<file path="config.mk">
export PLATFORM = sky130hd
export DESIGN_NAME = dmem_responder
export DESIGN_NICKNAME = d
export VERILOG_FILES = /design/src/rtl/nachi_mem_pkg.sv /design/src/rtl/dmem_ram.sv /design/src/rtl/dmem_responder.sv
export SDC_FILE = /design/constraint.sdc
export NUM_CORES = 2
export LEC_CHECK = 0
export CORE_MARGIN = 4
export CORE_UTILIZATION = 55
export DETAILED_ROUTE_END_ITERATION = 12
export GPL_ROUTABILITY_DRIVEN = 1
export MAX_ROUTING_LAYER = met4
export PLACE_DENSITY = 0.74
export SKIP_LAST_GASP = 1
export SLEW_MARGIN = 10
export SYNTH_ARGS = -nofsm -noshare
export SYNTH_HDL_FRONTEND = slang
export SYNTH_HIERARCHICAL = 1
export SYNTH_SLANG_ARGS = --single-unit
</file>
<file path="constraint.sdc">
create_clock -name clk -period 8 [get_ports clk]
set_input_delay 1.6 -clock clk [delete_from_list [all_inputs] [get_ports clk]]
set_output_delay 1.6 -clock clk [all_outputs]
set_load 0.01 [all_outputs]
</file>
<file path="src/rtl/nachi_mem_pkg.sv">
// Shared types and constants for the data-memory responder.
// The WAIT state exists only when DMEM_WAIT_EN is defined.
package nachi_mem_pkg;

    localparam int WORD_W = 32;
    localparam int OFS_W  = 2;

    typedef enum logic [1:0] {
        ST_IDLE = 2'd0,
`ifdef DMEM_WAIT_EN
        ST_WAIT = 2'd1,
`endif
        ST_RESP = 2'd2
    } state_t;

    // Misaligned byte offset, or word index beyond the stored depth (checked before truncation).
    function automatic logic addr_fault(input logic [WORD_W-1:0] a, input int unsigned depth);
        logic [WORD_W-1:0] word_idx;
        word_idx = {{OFS_W{1'b0}}, a[WORD_W-1:OFS_W]};
        return (a[OFS_W-1:0] != {OFS_W{1'b0}}) || (word_idx >= depth);
    endfunction

endpackage

</file>
<file path="src/rtl/dmem_ram.sv">
// Word storage for dmem_responder: one write port, one registered read port.
// Contents are intentionally not reset.
module dmem_ram
    import nachi_mem_pkg::*;
#(
    parameter int DEPTH = 64,
    parameter int IDX_W = 6
) (
    input  logic              clk,
    input  logic              we,
    input  logic [IDX_W-1:0]  waddr,
    input  logic [WORD_W-1:0] wdata,
    input  logic              re,
    input  logic [IDX_W-1:0]  raddr,
    output logic [WORD_W-1:0] rdata
);

    logic [WORD_W-1:0] mem_r [DEPTH];

    // Storage write and synchronous read.
    always_ff @(posedge clk) begin
        if (we) begin
            mem_r[waddr] <= wdata;
        end
        if (re) begin
            rdata <= mem_r[raddr];
        end
    end

endmodule

</file>
<file path="src/rtl/dmem_responder.sv">
// Single-outstanding data-memory responder with fault checking.
// Define DMEM_WAIT_EN to insert WAIT_CYCLES wait states per access.
module dmem_responder
    import nachi_mem_pkg::*;
#(
    parameter int DEPTH       = 64,
    parameter int WAIT_CYCLES = 2
) (
    input  logic              clk,
    input  logic              reset,
    input  logic              req,
    input  logic              we,
    input  logic [WORD_W-1:0] addr,
    input  logic [WORD_W-1:0] wdata,
    output logic [WORD_W-1:0] rdata,
    output logic              ready,
    output logic              busy,
    output logic              err
);

    localparam int IDX_W = (DEPTH > 1) ? $clog2(DEPTH) : 1;

    state_t            state_r, state_s;
    logic              accept_s;
    logic              ram_we_s;
    logic              ram_re_s;
    logic [WORD_W-1:0] ram_rdata_s;
    logic [IDX_W-1:0]  idx_r;
    logic [WORD_W-1:0] wdata_r;
    logic              we_r;
    logic              fault_r;
`ifdef DMEM_WAIT_EN
    logic [3:0]        cnt_r, cnt_s;
`endif

    assign accept_s = (state_r == ST_IDLE) && req;
    // The read is issued at acceptance; nothing can write memory while the access is outstanding.
    assign ram_re_s = accept_s && !we && !addr_fault(addr, DEPTH);
    assign ram_we_s = (state_r == ST_RESP) && we_r && !fault_r && !reset;

    dmem_ram #(.DEPTH(DEPTH), .IDX_W(IDX_W)) u_ram (
        .clk   (clk),
        .we    (ram_we_s),
        .waddr (idx_r),
        .wdata (wdata_r),
        .re    (ram_re_s),
        .raddr (addr[OFS_W+IDX_W-1:OFS_W]),
        .rdata (ram_rdata_s)
    );

    // Next-state and wait-counter logic.
    always_comb begin
        state_s = state_r;
`ifdef DMEM_WAIT_EN
        cnt_s   = cnt_r;
`endif
        case (state_r)
            ST_IDLE: begin
                if (req) begin
`ifdef DMEM_WAIT_EN
                    if (WAIT_CYCLES > 0) begin
                        state_s = ST_WAIT;
                        cnt_s   = 4'(WAIT_CYCLES - 1);
                    end else begin
                        state_s = ST_RESP;
                    end
`else
                    state_s = ST_RESP;
`endif
                end else begin
                    state_s = ST_IDLE;
                end
            end
`ifdef DMEM_WAIT_EN
            ST_WAIT: begin
                if (cnt_r == 4'd0) begin
                    state_s = ST_RESP;
                end else begin
                    cnt_s = cnt_r - 4'd1;
                end
            end
`endif
            ST_RESP: begin
                state_s = ST_IDLE;
            end
            default: begin
                state_s = ST_IDLE;
            end
        endcase
    end

    // State, request capture and registered outputs; ready/err/rdata update at the edge ending RESP.
    always_ff @(posedge clk) begin
        if (reset) begin
            state_r <= ST_IDLE;
            ready   <= 1'b0;
            busy    <= 1'b0;
            err     <= 1'b0;
            rdata   <= {WORD_W{1'b0}};
            idx_r   <= {IDX_W{1'b0}};
            wdata_r <= {WORD_W{1'b0}};
            we_r    <= 1'b0;
            fault_r <= 1'b0;
`ifdef DMEM_WAIT_EN
            cnt_r   <= 4'd0;
`endif
        end else begin
            state_r <= state_s;
`ifdef DMEM_WAIT_EN
            cnt_r   <= cnt_s;
`endif
            ready   <= (state_r == ST_RESP);
            err     <= (state_r == ST_RESP) && fault_r;
            busy    <= (state_r != ST_IDLE) || req;
            if (accept_s) begin
                idx_r   <= addr[OFS_W+IDX_W-1:OFS_W];
                wdata_r <= wdata;
                we_r    <= we;
                fault_r <= addr_fault(addr, DEPTH);
            end
            if (state_r == ST_RESP) begin
                if (fault_r) begin
                    rdata <= {WORD_W{1'b0}};
                end else if (!we_r) begin
                    rdata <= ram_rdata_s;
                end
            end
        end
    end

endmodule
</file>
; Word level (Yosys, flattened, before mapping)
; Memories as Yosys holds them, arrays and structs flattened. A register that Yosys moved wholly into a read port is not among the register bits.
; Cells that the tools add are included.
[word_totals]
in_bits = 68
mem_bits_rw = 2048
word_cells = 37
regBits = 77
n_memories = 1
out_inout_bits = 35
[memory_table]
columns = memory, depth, width, read_ports, rd_ports_with_merged_regs, wr, line
row1 = u_ram.mem_r, 64, 32, 1, 1, 1, dmem_ram.sv:18  ; logic [WORD_W-1:0] mem_r [DEPTH];
[classes]
mux = 5
n_eq_ne = 2
bitwise_logic = 1
n_lt_le_gt_ge = 1
n_reduce_logical = 18
[ops]
columns = cell, count
row1 = two-way mux 32 bit, 2
row2 = "greater-or-equal comparator 30 x 7 -> 1 bit, second input constant", 1
row3 = logical AND 1 bit, 7
row4 = zero test 1 bit, 4
row5 = nonzero test 2 bit, 2
row6 = "equality test 2 bit, second input constant", 1
row7 = zero test 2 bit, 1
row8 = logical OR 1 bit, 2
row9 = two-way mux 1 bit, 2
row10 = two-way mux 2 bit, 1
row11 = "!= test 2 x 1 -> 1 bit, second input constant", 1
row12 = AND reduction 2 bit, 1
row13 = OR reduction 2 bit, 1
row14 = inverter 1 bit, 1

; Depth between registers and ports, before layout
[depth]
ltp_word = 6
ltp_mapped = 10
mapped_depth_nobuf = 5

; Hierarchy
; Netlist, hierarchy kept.
[modules_own_cells]
columns = module, area_per_inst_um2, n_inst, cells_each, seq_area_each_um2
row1 = dmem_ram, 78835.6, 1, 3324, 62459.9
row2 = dmem_responder, 2909.0, 1, 343, 1521.5

; Worst setup path before layout
; No wires, ideal clock.
[synth_path]
kind = input to register
start = input reset
end = memory u_ram.mem_r[48][0], enable pin
n_path_buf = 0
setup_ns = 0.461
setup_slack_ns = 3.083
path_stages = 5
arrival_ns = 4.456
required_time_ns = 7.539
path_cell_list = inv_1 -> and3_1 -> nor2b_1 -> nand4b_1 -> nor3_1
[synth_between]
elab_chain_cells = 4
[synth_lines]
columns = item, line
row1 = "start, declared", dmem_responder.sv:10  ; input logic reset,
row2 = zero test 1 bit, dmem_responder.sv:39  ; assign ram_we_s = (state_r == ST_RESP) && we_r && !fault_r && !reset;
row3 = logical AND 1 bit, dmem_responder.sv:39
row4 = named net ram_we_s, dmem_responder.sv:25  ; logic ram_we_s;
row5 = two-way mux 1 bit, dmem_ram.sv:22  ; if (we) begin
row6 = two-way mux 1 bit (implied by the code), dmem_ram.sv:23  ; mem_r[waddr] <= wdata;
row7 = "end, declared", dmem_ram.sv:18
; The timed path passes the listed nets, and every way through them passes these cells.

; Final worst setup path
[layout_path]
start = input addr[2]
end = register u_ram.rdata[18], read port of u_ram.mem_r (data pin)
[layout_between]
elab_chain_cells = 4
[layout_lines]
columns = item, line
row1 = "start, declared", dmem_responder.sv:13  ; input logic [WORD_W-1:0] addr,
row2 = greater-or-equal comparator 30 x 7 -> 1 bit, nachi_mem_pkg.sv:20  ; return (a[OFS_W-1:0] != {OFS_W{1'b0}}) || (word_idx >= depth);
row3 = logical OR 1 bit, nachi_mem_pkg.sv:20
row4 = zero test 1 bit, dmem_responder.sv:38  ; assign ram_re_s = accept_s && !we && !addr_fault(addr, DEPTH);
row5 = logical AND 1 bit, dmem_responder.sv:38
row6 = "end, declared", dmem_ram.sv:15  ; output logic [WORD_W-1:0] rdata
; Parallel ways exist; a longest one is shown, timed or not.
; A chain may end at the register's enable or synchronous reset.

==> run summary <==
die width: 393.5 um
Vias per Instance: 6.761
critical path data arrival time: 5.09 ns
clock sinks: 2156
Max Freq: 219.9 MHz
number of antenna violations at the first check in global routing: 8
FF+latch count, synth: 2156
vias in the first global route: 39660
Total GRT Usage: 27.35%
critical path's slowest cell: a31oi_1
slowest stage delay, CP: 0.66 ns
Mapped Cells: 3667
drt drc: 0
clock buffer depth: 3
WS Path Type: primary input to flip-flop
TritonCTS Buffers: 198
final setup violating endpoints: 0
Post-Syn Nets: 3735
GRT busiest layer: met2
GR Util met2: 39.81%
CTS HTree Levels: 4
final net count: 3954
YS warnings: 6
Slew HR: 13.68%
Final WS setup: 3.453 ns
filler instances: 9517
Mean Syn Cell Area: 22.29 um2
DRT Wirelength: 204.6 mm
initial DRC count: 6319
RSZ-0062 raised after global routing: no
# port buffers: 102
row cnt: 141
minimum clock period: 4.547 ns
Critical Path Sink Type: flip-flop
crit path cell chain: buf_8 > buf_4 > mux4_2 > mux2i_1 > nand3b_1 > a31oi_1 > nor2_1
outcome: complete, no violations
ys async rst share: 0%
Reg2Reg Setup Slack: 3.88 ns
Worst-Margin Slew: 1.292 ns
gr ovfl total: 0
first-pass GRT wire length: 293.3 mm
TNS Setup: 0 ns
Clock Skews: 0.04033 ns
Clk Latency, worst-skew pair: 0.83 ns
Root Driver: clkbuf_16
Worst-path clk slew: 0.06 ns
RR Startpoint: we_r
Tcrit/Tclk final: 56.84%
Max Cap Viol: 0
pwr dens: 244.7 mW/mm2
met3 usage: 7.292%
Max Slew Vio Count: 0
placer's final routability congestion estimate: 0.8686
Worst Path Required: 8.54 ns
post_cts resized: 0
fraction of layout cells with a size suffix above 1: 26.07%
reg2reg end: u_ram/mem_r[30][13]
DR pass1 iterations: 7
Startpoint Class: primary input
Yosys cell types: 43
Pwr Total: 22.52 mW
Hold Path Origin: rdata[31]
GRT met1 Usage: 38.64%
final hold viol count: 0
Max FO, Critical Path: 64
via count: 40520
Pleak: 27.08 nW
Post-synth EDFFs: 2080
Synth Cell Area: 0.08174 mm2
# IOs: 103
Hold Path Class: flip-flop to flip-flop
CTS tree: done
Max IR drop VDD: 0.2067 mV
largest net degree at the start of global routing: 108
sequential share of the synthesized area: 78.27%
Top FF cell, synth: edfxtp_1
Hold Path Sink: rdata[31]
Routed Antenna Nets: 0
Hold Buf Count CTS: 0
post-CTS setup buffer count: 0
die span in y: 393.5 um
dpl hpwl: 110.5 mm
full die area: 0.1549 mm2
worst slack, placed: 2.678 ns
starting density of the core: 55.36%
routed len/inst: 34.13 um
worst r2r path cells: 6
hold depth: 2
Core ar.: 0.1477 mm2
Syn-to-layout area delta: 12.60%
[metal layers]
layer / part of all wire [%] / wire length [um] / vias to the layer above
met3: 13 / 26810 / 307
met5: 0 / 0 / -
met2: 47 / 95500 / 2859
met4: 3.2 / 6466 / 0
li1: - / - / 15960
met1: 37 / 75800 / 21390
[cells in the final DEF (no fill, tap or decap), types with 25 or more instances in the layout]
master / n
or4b_1: 27
o21ai_0: 32
clkinv_2: 25
clkdlybuf4s50_1: 97
mux2i_1: 93
edfxtp_1: 2080
clkbuf_16: 199
buf_4: 121
o221ai_1: 27
nor2_4: 62
nor2_1: 79
clkinv_1: 41
dfxtp_1: 43
o22ai_1: 84
a21oi_1: 133
mux4_2: 544
dfxtp_2: 33
clkbuf_1: 61
nand2_1: 103
[synth_stat cells (2+ instances only)]
library cell | count | share of area [%]
nor4_1 | 6 | 0.046
or3b_2 | 3 | 0.032
and2_1 | 2 | 0.015
o32ai_1 | 4 | 0.043
or4b_1 | 27 | 0.33
buf_6 | 6 | 0.083
o21ai_0 | 32 | 0.20
o221ai_1 | 27 | 0.29
dfxtp_1 | 76 | 1.9
or3_1 | 3 | 0.023
a22oi_1 | 12 | 0.11
nand2_1 | 104 | 0.48
mux4_2 | 544 | 15
and3_1 | 6 | 0.046
buf_2 | 58 | 0.36
nand3_1 | 6 | 0.037
clkbuf_2 | 2 | 0.012
a41o_1 | 4 | 0.049
buf_1 | 25 | 0.11
edfxtp_1 | 2080 | 76
a21oi_1 | 133 | 0.81
or3b_1 | 2 | 0.021
nor2b_1 | 17 | 0.13
a311oi_1 | 8 | 0.086
clkbuf_1 | 98 | 0.45
nor2_1 | 141 | 0.65
o22ai_1 | 84 | 0.64
buf_4 | 25 | 0.23
nand2b_1 | 9 | 0.069
or4b_2 | 5 | 0.061
nand3b_1 | 5 | 0.046
nand4_1 | 3 | 0.023
nor3_1 | 8 | 0.049
mux2i_1 | 93 | 1.1
[area by class of cell]
cell class | count | area [um2] | area share [%]
flip-flops and latches | 2156 | 64020 | 69.56
well taps | 1930 | 2415 | 2.624
multi-input cells | 1295 | 17240 | 18.73
clock inverters | 98 | 880.8 | 0.9570
clock buffers | 266 | 5291 | 5.749
inverters | 2 | 7.507 | 0.008156
diodes | 13 | 32.53 | 0.03534
repair buffers | 233 | 2150 | 2.335
[worst max path at each step]
stage,start,end,slack (ns),cells past startpoint
floorplan,reset,u_ram/mem_r[48][0],3.08,5
global placement,addr[2],u_ram/rdata[18],2.70,7
detailed placement,addr[2],u_ram/rdata[18],2.68,7
CTS,addr[2],u_ram/rdata[18],3.57,7
global route,addr[2],u_ram/rdata[14],3.40,8
finish,addr[2],u_ram/rdata[18],3.45,7
[report_power, final]
group	total (mW)	internal (mW)	switching [mW]
Clock	9.00	5.01	3.99
Combinational	1.09	0.383	0.706
Sequential	12.4	12.4	0.0241
Total	22.5	17.8	4.72
[flip-flops by register name, summed over array words and instances (netlist names), 6 cells and up]
register,cells
wdata_r,32
u_ram/mem_r,2048
idx_r,6
rdata,32
u_ram/rdata,32
[critical path, delay by kind of cell]
kind            cells  cell delay [ns]
buf+inv             2             1.22
compound gates      1             0.66
mux                 2             1.22
simple gates        2             0.26
[stage by stage]
| step | hold slack (ns) | instance area [um2] | std cells | utilization [%] |
|---|---|---|---|---|
| 5_1_grt | 0.5015 | 92020 | 5984 | 62.32 |
| 3_5_place_dp | 0.4718 | 85820 | 5615 | 58.12 |
| 6_report | 0.4795 | 92040 | 5993 | 62.33 |
| 3_3_place_gp | 0.4651 | 85800 | 5615 | 58.11 |
| 4_1_cts | 0.4795 | 91990 | 5979 | 62.30 |
| 2_1_floorplan | 0.4351 | 81740 | 3667 | - |
[kinds of logic (layout without fill, tap and decap cells)]
group	Yosys count	in the layout	share of synthesized area (%)
simple gates	352	352	2.099
buf+inv	216	599	1.254
flops	2156	2156	78.27
mux	637	637	16.13
other cells	0	13	0
compound gates	306	306	2.252
(Power assumes the default switching activity.)
